==> src/rtl/mem_wb_skid_pkg.sv <==
// Shared widths, NOP constants, state encoding and entry type for the MEM->WB skid register.
package mem_wb_skid_pkg;

    localparam int REG_W  = 32;
    localparam int ADDR_W = 5;

    localparam logic [ADDR_W-1:0] NOP_REG_ADDR  = '0;
    localparam logic              WRITE_DISABLE = 1'b0;
    localparam logic [REG_W-1:0]  ZERO_WORD     = '0;

    // Encoding equals the number of held entries so occ can be taken straight from the state.
    typedef enum logic [1:0] {
        MEM_WB_EMPTY = 2'd0,
        MEM_WB_ONE   = 2'd1,
        MEM_WB_TWO   = 2'd2
    } mem_wb_state_e;

    typedef struct packed {
        logic [ADDR_W-1:0] wd;
        logic              wreg;
        logic [REG_W-1:0]  wdata;
    } mem_wb_entry_t;

    localparam mem_wb_entry_t NOP_ENTRY = '{wd: NOP_REG_ADDR, wreg: WRITE_DISABLE, wdata: ZERO_WORD};

endpackage

==> src/rtl/mem_wb_skid_entry.sv <==
// One {wd, wreg, wdata} holding register with synchronous load and clear (clear wins).
module mem_wb_entry
    import mem_wb_skid_pkg::*;
(
    input  logic          clk,
    input  logic          rst,
    input  logic          load,
    input  logic          clear,
    input  mem_wb_entry_t d,
    output mem_wb_entry_t q
);

    always_ff @(posedge clk or negedge rst) begin
        if (!rst) begin
            q <= NOP_ENTRY;
        end else if (clear) begin
            q <= NOP_ENTRY;
        end else if (load) begin
            q <= d;
        end
    end

endmodule

==> src/rtl/mem_wb_skid.sv <==
// Elastic MEM->WB pipeline register: valid/ready handshake, 2-entry skid buffer, flush,
// and a saturating count of cycles the regfile write port held off a presented result.
//
//  state        | meaning
//  MEM_WB_EMPTY | nothing held, wb_valid=0, accepting
//  MEM_WB_ONE   | main entry on wb_*, still accepting
//  MEM_WB_TWO   | main on wb_*, skid holds the next result, not accepting
module mem_wb_skid
    import mem_wb_skid_pkg::*;
#(
    parameter int CNT_W = 16
) (
    input  logic              clk,
    input  logic              rst,
    input  logic              flush,
    input  logic              mem_valid,
    output logic              mem_ready,
    input  logic [ADDR_W-1:0] mem_wd,
    input  logic              mem_wreg,
    input  logic [REG_W-1:0]  mem_wdata,
    output logic              wb_valid,
    input  logic              wb_ready,
    output logic [ADDR_W-1:0] wb_wd,
    output logic              wb_wreg,
    output logic [REG_W-1:0]  wb_wdata,
    output logic [1:0]        occ,
    output logic [CNT_W-1:0]  stall_cnt
);

    mem_wb_state_e state_q, state_d;
    logic          ready_q;
    logic          in_fire, out_fire;
    logic          main_load, main_clear, main_from_skid;
    logic          skid_load, skid_clear;
    mem_wb_entry_t in_entry, main_d, main_q, skid_q;
    logic [CNT_W-1:0] stall_cnt_q;

    assign in_entry = '{wd: mem_wd, wreg: mem_wreg, wdata: mem_wdata};
    assign in_fire  = mem_valid & ready_q;
    assign out_fire = wb_valid & wb_ready;
    assign main_d   = main_from_skid ? skid_q : in_entry;

    always_ff @(posedge clk or negedge rst) begin
        if (!rst) begin
            state_q <= MEM_WB_EMPTY;
            ready_q <= 1'b1;
        end else begin
            state_q <= state_d;
            ready_q <= (state_d != MEM_WB_TWO);
        end
    end

    always_comb begin
        state_d        = state_q;
        main_load      = 1'b0;
        main_clear     = 1'b0;
        main_from_skid = 1'b0;
        skid_load      = 1'b0;
        skid_clear     = 1'b0;
        if (flush) begin
            state_d    = MEM_WB_EMPTY;
            main_clear = 1'b1;
            skid_clear = 1'b1;
        end else begin
            case (state_q)
                MEM_WB_EMPTY: begin
                    if (in_fire) begin
                        state_d   = MEM_WB_ONE;
                        main_load = 1'b1;
                    end
                end
                MEM_WB_ONE: begin
                    if (in_fire && !out_fire) begin
                        state_d   = MEM_WB_TWO;
                        skid_load = 1'b1;
                    end else if (!in_fire && out_fire) begin
                        state_d    = MEM_WB_EMPTY;
                        main_clear = 1'b1;
                    end else if (in_fire && out_fire) begin
                        main_load = 1'b1;
                    end
                end
                MEM_WB_TWO: begin
                    if (out_fire) begin
                        state_d        = MEM_WB_ONE;
                        main_load      = 1'b1;
                        main_from_skid = 1'b1;
                        skid_clear     = 1'b1;
                    end
                end
                default: begin
                    state_d    = MEM_WB_EMPTY;
                    main_clear = 1'b1;
                    skid_clear = 1'b1;
                end
            endcase
        end
    end

    mem_wb_entry u_main (
        .clk   (clk),
        .rst   (rst),
        .load  (main_load),
        .clear (main_clear),
        .d     (main_d),
        .q     (main_q)
    );

    mem_wb_entry u_skid (
        .clk   (clk),
        .rst   (rst),
        .load  (skid_load),
        .clear (skid_clear),
        .d     (in_entry),
        .q     (skid_q)
    );

    // Counts regardless of flush; only reset clears it.
    always_ff @(posedge clk or negedge rst) begin
        if (!rst) begin
            stall_cnt_q <= '0;
        end else if (wb_valid && !wb_ready && (stall_cnt_q != {CNT_W{1'b1}})) begin
            stall_cnt_q <= stall_cnt_q + CNT_W'(1);
        end
    end

    assign wb_valid  = (state_q != MEM_WB_EMPTY);
    assign mem_ready = ready_q;
    assign occ       = state_q;
    assign stall_cnt = stall_cnt_q;
    assign wb_wd     = wb_valid ? main_q.wd    : NOP_REG_ADDR;
    assign wb_wreg   = wb_valid ? main_q.wreg  : WRITE_DISABLE;
    assign wb_wdata  = wb_valid ? main_q.wdata : ZERO_WORD;

endmodule

==> config.mk <==
export PLATFORM = sky130hd
export DESIGN_NAME = mem_wb_skid
export DESIGN_NICKNAME = d
export VERILOG_FILES = /design/src/rtl/mem_wb_skid_pkg.sv /design/src/rtl/mem_wb_skid_entry.sv /design/src/rtl/mem_wb_skid.sv
export SDC_FILE = /design/constraint.sdc
export NUM_CORES = 1
export LEC_CHECK = 0
export BUFFER_PORTS_ARGS = -buffer_cell sky130_fd_sc_hd__buf_2
export CAP_MARGIN = 20
export CORE_MARGIN = 2
export CORE_UTILIZATION = 50
export DETAILED_ROUTE_END_ITERATION = 8
export PLACE_DENSITY_LB_ADDON = 0.1
export RECOVER_POWER = 25
export SYNTH_ARGS = -nofsm -noshare
export SYNTH_HDL_FRONTEND = slang
export SYNTH_HIERARCHICAL = 1
export SYNTH_SLANG_ARGS = --single-unit
==> constraint.sdc <==
create_clock -name clk -period 1.9 [get_ports clk]
set_clock_uncertainty 0.05 [all_clocks]
set_input_delay 0.19 -clock clk [delete_from_list [all_inputs] [get_ports clk]]
set_output_delay 0.19 -clock clk [all_outputs]
set_load 0.01 [all_outputs]
# Word-level counts from Yosys, hierarchy flattened
# Cells that the tools add are included.
# op_classes
n_addsub	1
n_reduce_logical	14
mux	32
bitwise_logic	2
eq_ne	4
# ops
op	n
two-way mux 38 bit	5
two-way mux 32 bit	1
adder 16 x 1 -> 16 bit, second input constant	1
two-way mux 1 bit	16
inequality test 16 bit, second input constant	1
two-way mux 2 bit	5
one-hot mux 2 bit (3 select lines)	1
nonzero test 2 bit	3
logical AND 1 bit	5
two-way mux 5 bit	1
one-hot mux 1 bit (2 select lines)	2
OR reduction 2 bit	2
zero test 1 bit	3
one-hot mux 1 bit (3 select lines)	1
AND 1 bit	2
== test 2 x 1 -> 1 bit, second input constant	1
== test 2 bit, second input constant	1
zero test 2 bit	1
inequality test 2 bit, second input constant	1
# word_totals
ff_bits	95
output_inout_bits	58
in_bits	43

# Depth between registers and ports, before layout
# logic_depth
word_depth	10
depth_mapped	8
depth_no_buf	6

# Modules after synthesis
# The synthesis kept the hierarchy.
# by_module_without_submodules
module	instances	area_per_inst_um2	cells_each	seq_area_each_um2
mem_wb_entry	2	1549.0	122	950.9
mem_wb_skid	1	1702.9	174	476.7

# Worst setup path after synthesis
# OpenSTA, ideal clock, no wires.
# synth_timing
path_type	register to register
startpoint	register stall_cnt_q[0], in the netlist stall_cnt[0]
endpoint	register stall_cnt_q[1], in the netlist stall_cnt[1]
arrival_ps	1658
path_slack_ps	65
path_stages_with_launch	6
required_ps	1722
n_path_buf	0
path_cell_list	dfrtp_1 ha_1 and3_4 and3_1 a31oi_4 mux2_1
# synth_between
elab_chain_len	2
# synth_lines
item	line_no	text
start: declaration	mem_wb_skid.sv:36	logic [CNT_W-1:0] stall_cnt_q;
start signal: assignment	mem_wb_skid.sv:123	stall_cnt_q <= stall_cnt_q + CNT_W'(1);
branches (longest 2 deep; another with adder 16 x 1 -> 16 bit)	n/a	
# Several ways; the timed one is not identified.
# A chain may end at the register's enable or synchronous reset.

# Worst setup path after layout
# layout_timing
startpoint	register stall_cnt_q[1], in the netlist stall_cnt[1]
endpoint	register stall_cnt_q[1], in the netlist stall_cnt[1]
# Same word-level chain as after synthesis.

==> run metrics <==
hold slack 43.89 ps; Gate power share between 10% and 20%; Synth cell types 39; GPL Wtd Cong 0.8260; Mapped Cells ~420; Seq/Total Area, Yosys 49.54%; Setup WS pre-CTS a little under 70 ps; Synth warnings 6; Least-Margin Pin Slew 1235 ps; initial antenna violation count 0; WP data required 2090 ps; routed wire length 9849 um; drt drc 0; Worst Hold Endpoint u_skid/q[21]$_DFFE_PN0P_; Util after Layout roughly 62%; P_int between 3 and 4 mW; Avg Cell Area, Syn about 11 sq um; CTS tree yes; final critical-path share of the clock period 96.86%; max frequency 543.4 MHz; Sequential Power Share between 50% and 60%; total of max-cap violations 0; critical path's top delay family flip-flops; met3 routed WL 534 um; I/O pins 101; crit path launch type register; layout cells sized above 1 28.11%; vias per inst 5.041; peak supply drop 587.6 uV; nets@finish 569; RSZ-0062 raised after global routing yes; die width 102.0 um; top sig layer met4; hold depth 3; first-pass GRT wire length roughly 16000 um; vias in the first global route 3287; clock sinks 95; total track usage between 10% and 20%; met2 WL roughly 4600 um; CTS buffer count 9; Max-slew headroom between 10% and 20%; switching power total 1.134 mW; post-synthesis net count 462; Final Hold Fails 0; Critical-path top delay cell dfrtp_1; Setup crit start stall_cnt[1]$_DFFE_PN0P_; Setup CP Type register to register; via count of the routed design 3322; WP data arrival 2030 ps; R2R setup slack 60 ps; clk root buf clkbuf_8; Reg2Reg Launch Point stall_cnt[1]$_DFFE_PN0P_; largest net degree at the start of global routing 47; switching part of the total roughly a quarter; CP max FO 8; clock group share of total power 31.7%; hold_sp mem_wdata[21]; Metal-1 WL about 4600 um; Slew Limit Fails 0; CP peak stage delay 420 ps; Leak 2.691 nW; drt initial violations 74; port bufs 100; Reg2Reg Depth 5; WL/cell 14.95 um; die area 10400 sq um; worst hold path class input port to register; worst setup margin 59.66 ps; Final Total Pwr 4.254 mW; DRT antenna net count 0; Initial Utilization 51.71%; commonest cells after routing, fill and taps aside buf_2, dfrtp_1, nor2_1; die height a little over 100 um; synthesized cell area approximately 4800 sq um; reg-to-reg endpoint stall_cnt[1]$_DFFE_PN0P_; most common cell after layout, fill and taps aside buf_2; status completed; GRT overflow 0; FF+latch count, synth 95; CP bufs+invs 0; Critical Path, Cell by Cell ha_1, and3_4, and3_1, a31oi_4, mux2_1; Cell Pwr Density 743.1 nW/um^2; clock slew at reported path FFs roughly 90 ps; drt pass-1 iters 4; n_diodes 0; Worst-Skew Late Latency 350 ps; core area just over 9000 sq um; clk buf depth 2; Tmin final 1840 ps; # H-tree levels 3; # setup viols final 0; # rows 35; Layout area overhead 19.23%; Crit. End Element register; DP HPWL 6644 um
-- how the worst max path moves through the flow --
stage | to | slack [ps] | cells past startpoint
floorplan | stall_cnt[1]$_DFFE_PN0P_ | 60 | 5
global placement | stall_cnt[1]$_DFFE_PN0P_ | 120 | 5
detailed placement | stall_cnt[1]$_DFFE_PN0P_ | 70 | 5
CTS | stall_cnt[1]$_DFFE_PN0P_ | 50 | 5
global route | u_main/q[21]$_DFFE_PN0P_ | -2 | 7
finish | stall_cnt[1]$_DFFE_PN0P_ | 60 | 5
-- per-stage QoR --
step	cell area, sq um	TNS, ps	cells
global route	5724	-3.167	659
finish	5724	0	659
floorplan	4801	0	418
global placement	5493	0	642
CTS	5714	0	659
detailed placement	5493	0	642
-- power groups by stage --
stage | clock, mW | sequential [mW] | combinational, mW
5_1_grt | 1.48 | 2.23 | 0.759
2_1_floorplan | 0 | 2.28 | 0.361
4_1_cts | 1.41 | 2.22 | 0.697
3_5_place_dp | 0 | 2.26 | 0.690
3_3_place_gp | 0 | 2.25 | 0.671
6_report | 1.35 | 2.22 | 0.687
-- cells by family (layout without fill, tap and decap cells) --
kind of cell / count (synthesis) / count (layout) / synth area share, %
fa+ha+maj: 1 / 1 / 0.2606
simple gates: 155 / 155 / 16.03
compound gates: 11 / 11 / 1.902
flops: 95 / 95 / 49.54
buf+inv: 27 / 139 / 4.717
mux: 115 / 115 / 24.99
xor+xnor: 14 / 14 / 2.554
-- area by class of cell --
class	instances	area [sq um]
fill	820	3560
inverter	3	11.26
timing repair buffer	120	735.7
clock buffer	11	151.4
clock inverter	5	56.30
sequential	95	2379
tap	129	161.4
multi-input combinational	296	2230
-- cell usage after synthesis (all sizes together) --
| cell type | number | share of area (%) |
|---|---|---|
| dfrtp | 94 | 49 |
| nor2 | 83 | 6.6 |
| mux2i | 76 | 16 |
| mux2 | 39 | 9.1 |
| nor2b | 39 | 5.1 |
| buf | 17 | 3.9 |
| xnor2 | 12 | 2.2 |
| nand2 | 8 | 0.63 |
| nand3 | 8 | 0.94 |
| clkbuf | 7 | 0.55 |
| and3 | 4 | 0.63 |
| a21oi | 3 | 0.31 |
| inv | 3 | 0.23 |
| nand4 | 3 | 0.39 |
| a21o | 2 | 0.31 |
| and2 | 2 | 0.26 |
| and4 | 2 | 0.42 |
| nand2b | 2 | 0.26 |
| o21a | 2 | 0.31 |
| xor2 | 2 | 0.36 |
| a31oi | 1 | 0.44 |
| dfstp | 1 | 0.55 |
| ha | 1 | 0.26 |
| nand3b | 1 | 0.16 |
| nor3 | 1 | 0.10 |
| nor4 | 1 | 0.44 |
| o2111a | 1 | 0.26 |
| o211ai | 1 | 0.16 |
| o21ai | 1 | 0.10 |
| or2 | 1 | 0.13 |
-- registers in the layout (all words and copies together), names as in the netlist --
signal     count
occ            2
mem_ready      1
stall_cnt     16
u_skid/q      38
u_main/q      38
-- layer usage --
| metal | up-vias | GRT usage, % |
|---|---|---|
| li1 | 1616 | - |
| met1 | 1616 | 26.77 |
| met2 | 80 | 30.72 |
| met3 | 10 | 4.446 |
| met4 | 0 | 6.359 |
| met5 | - | 0 |
-- worst reg2reg max path, stage by stage (launching register included) --
cell and delay [ps]:
dfrtp_1 420, ha_1 220, and3_4 180, and3_1 200
a31oi_4 300, mux2_1 360
-- timing repair --
item                       CTS  global route
hold endpoints to repair    30             0
gates cloned                 0             0
resized for setup            1             5
pin swaps                    0             0
setup endpoints to repair    1            37
hold buffers                 1             0
buffers inserted             0             0
No activity file was read; power rests on OpenSTA's default activity.
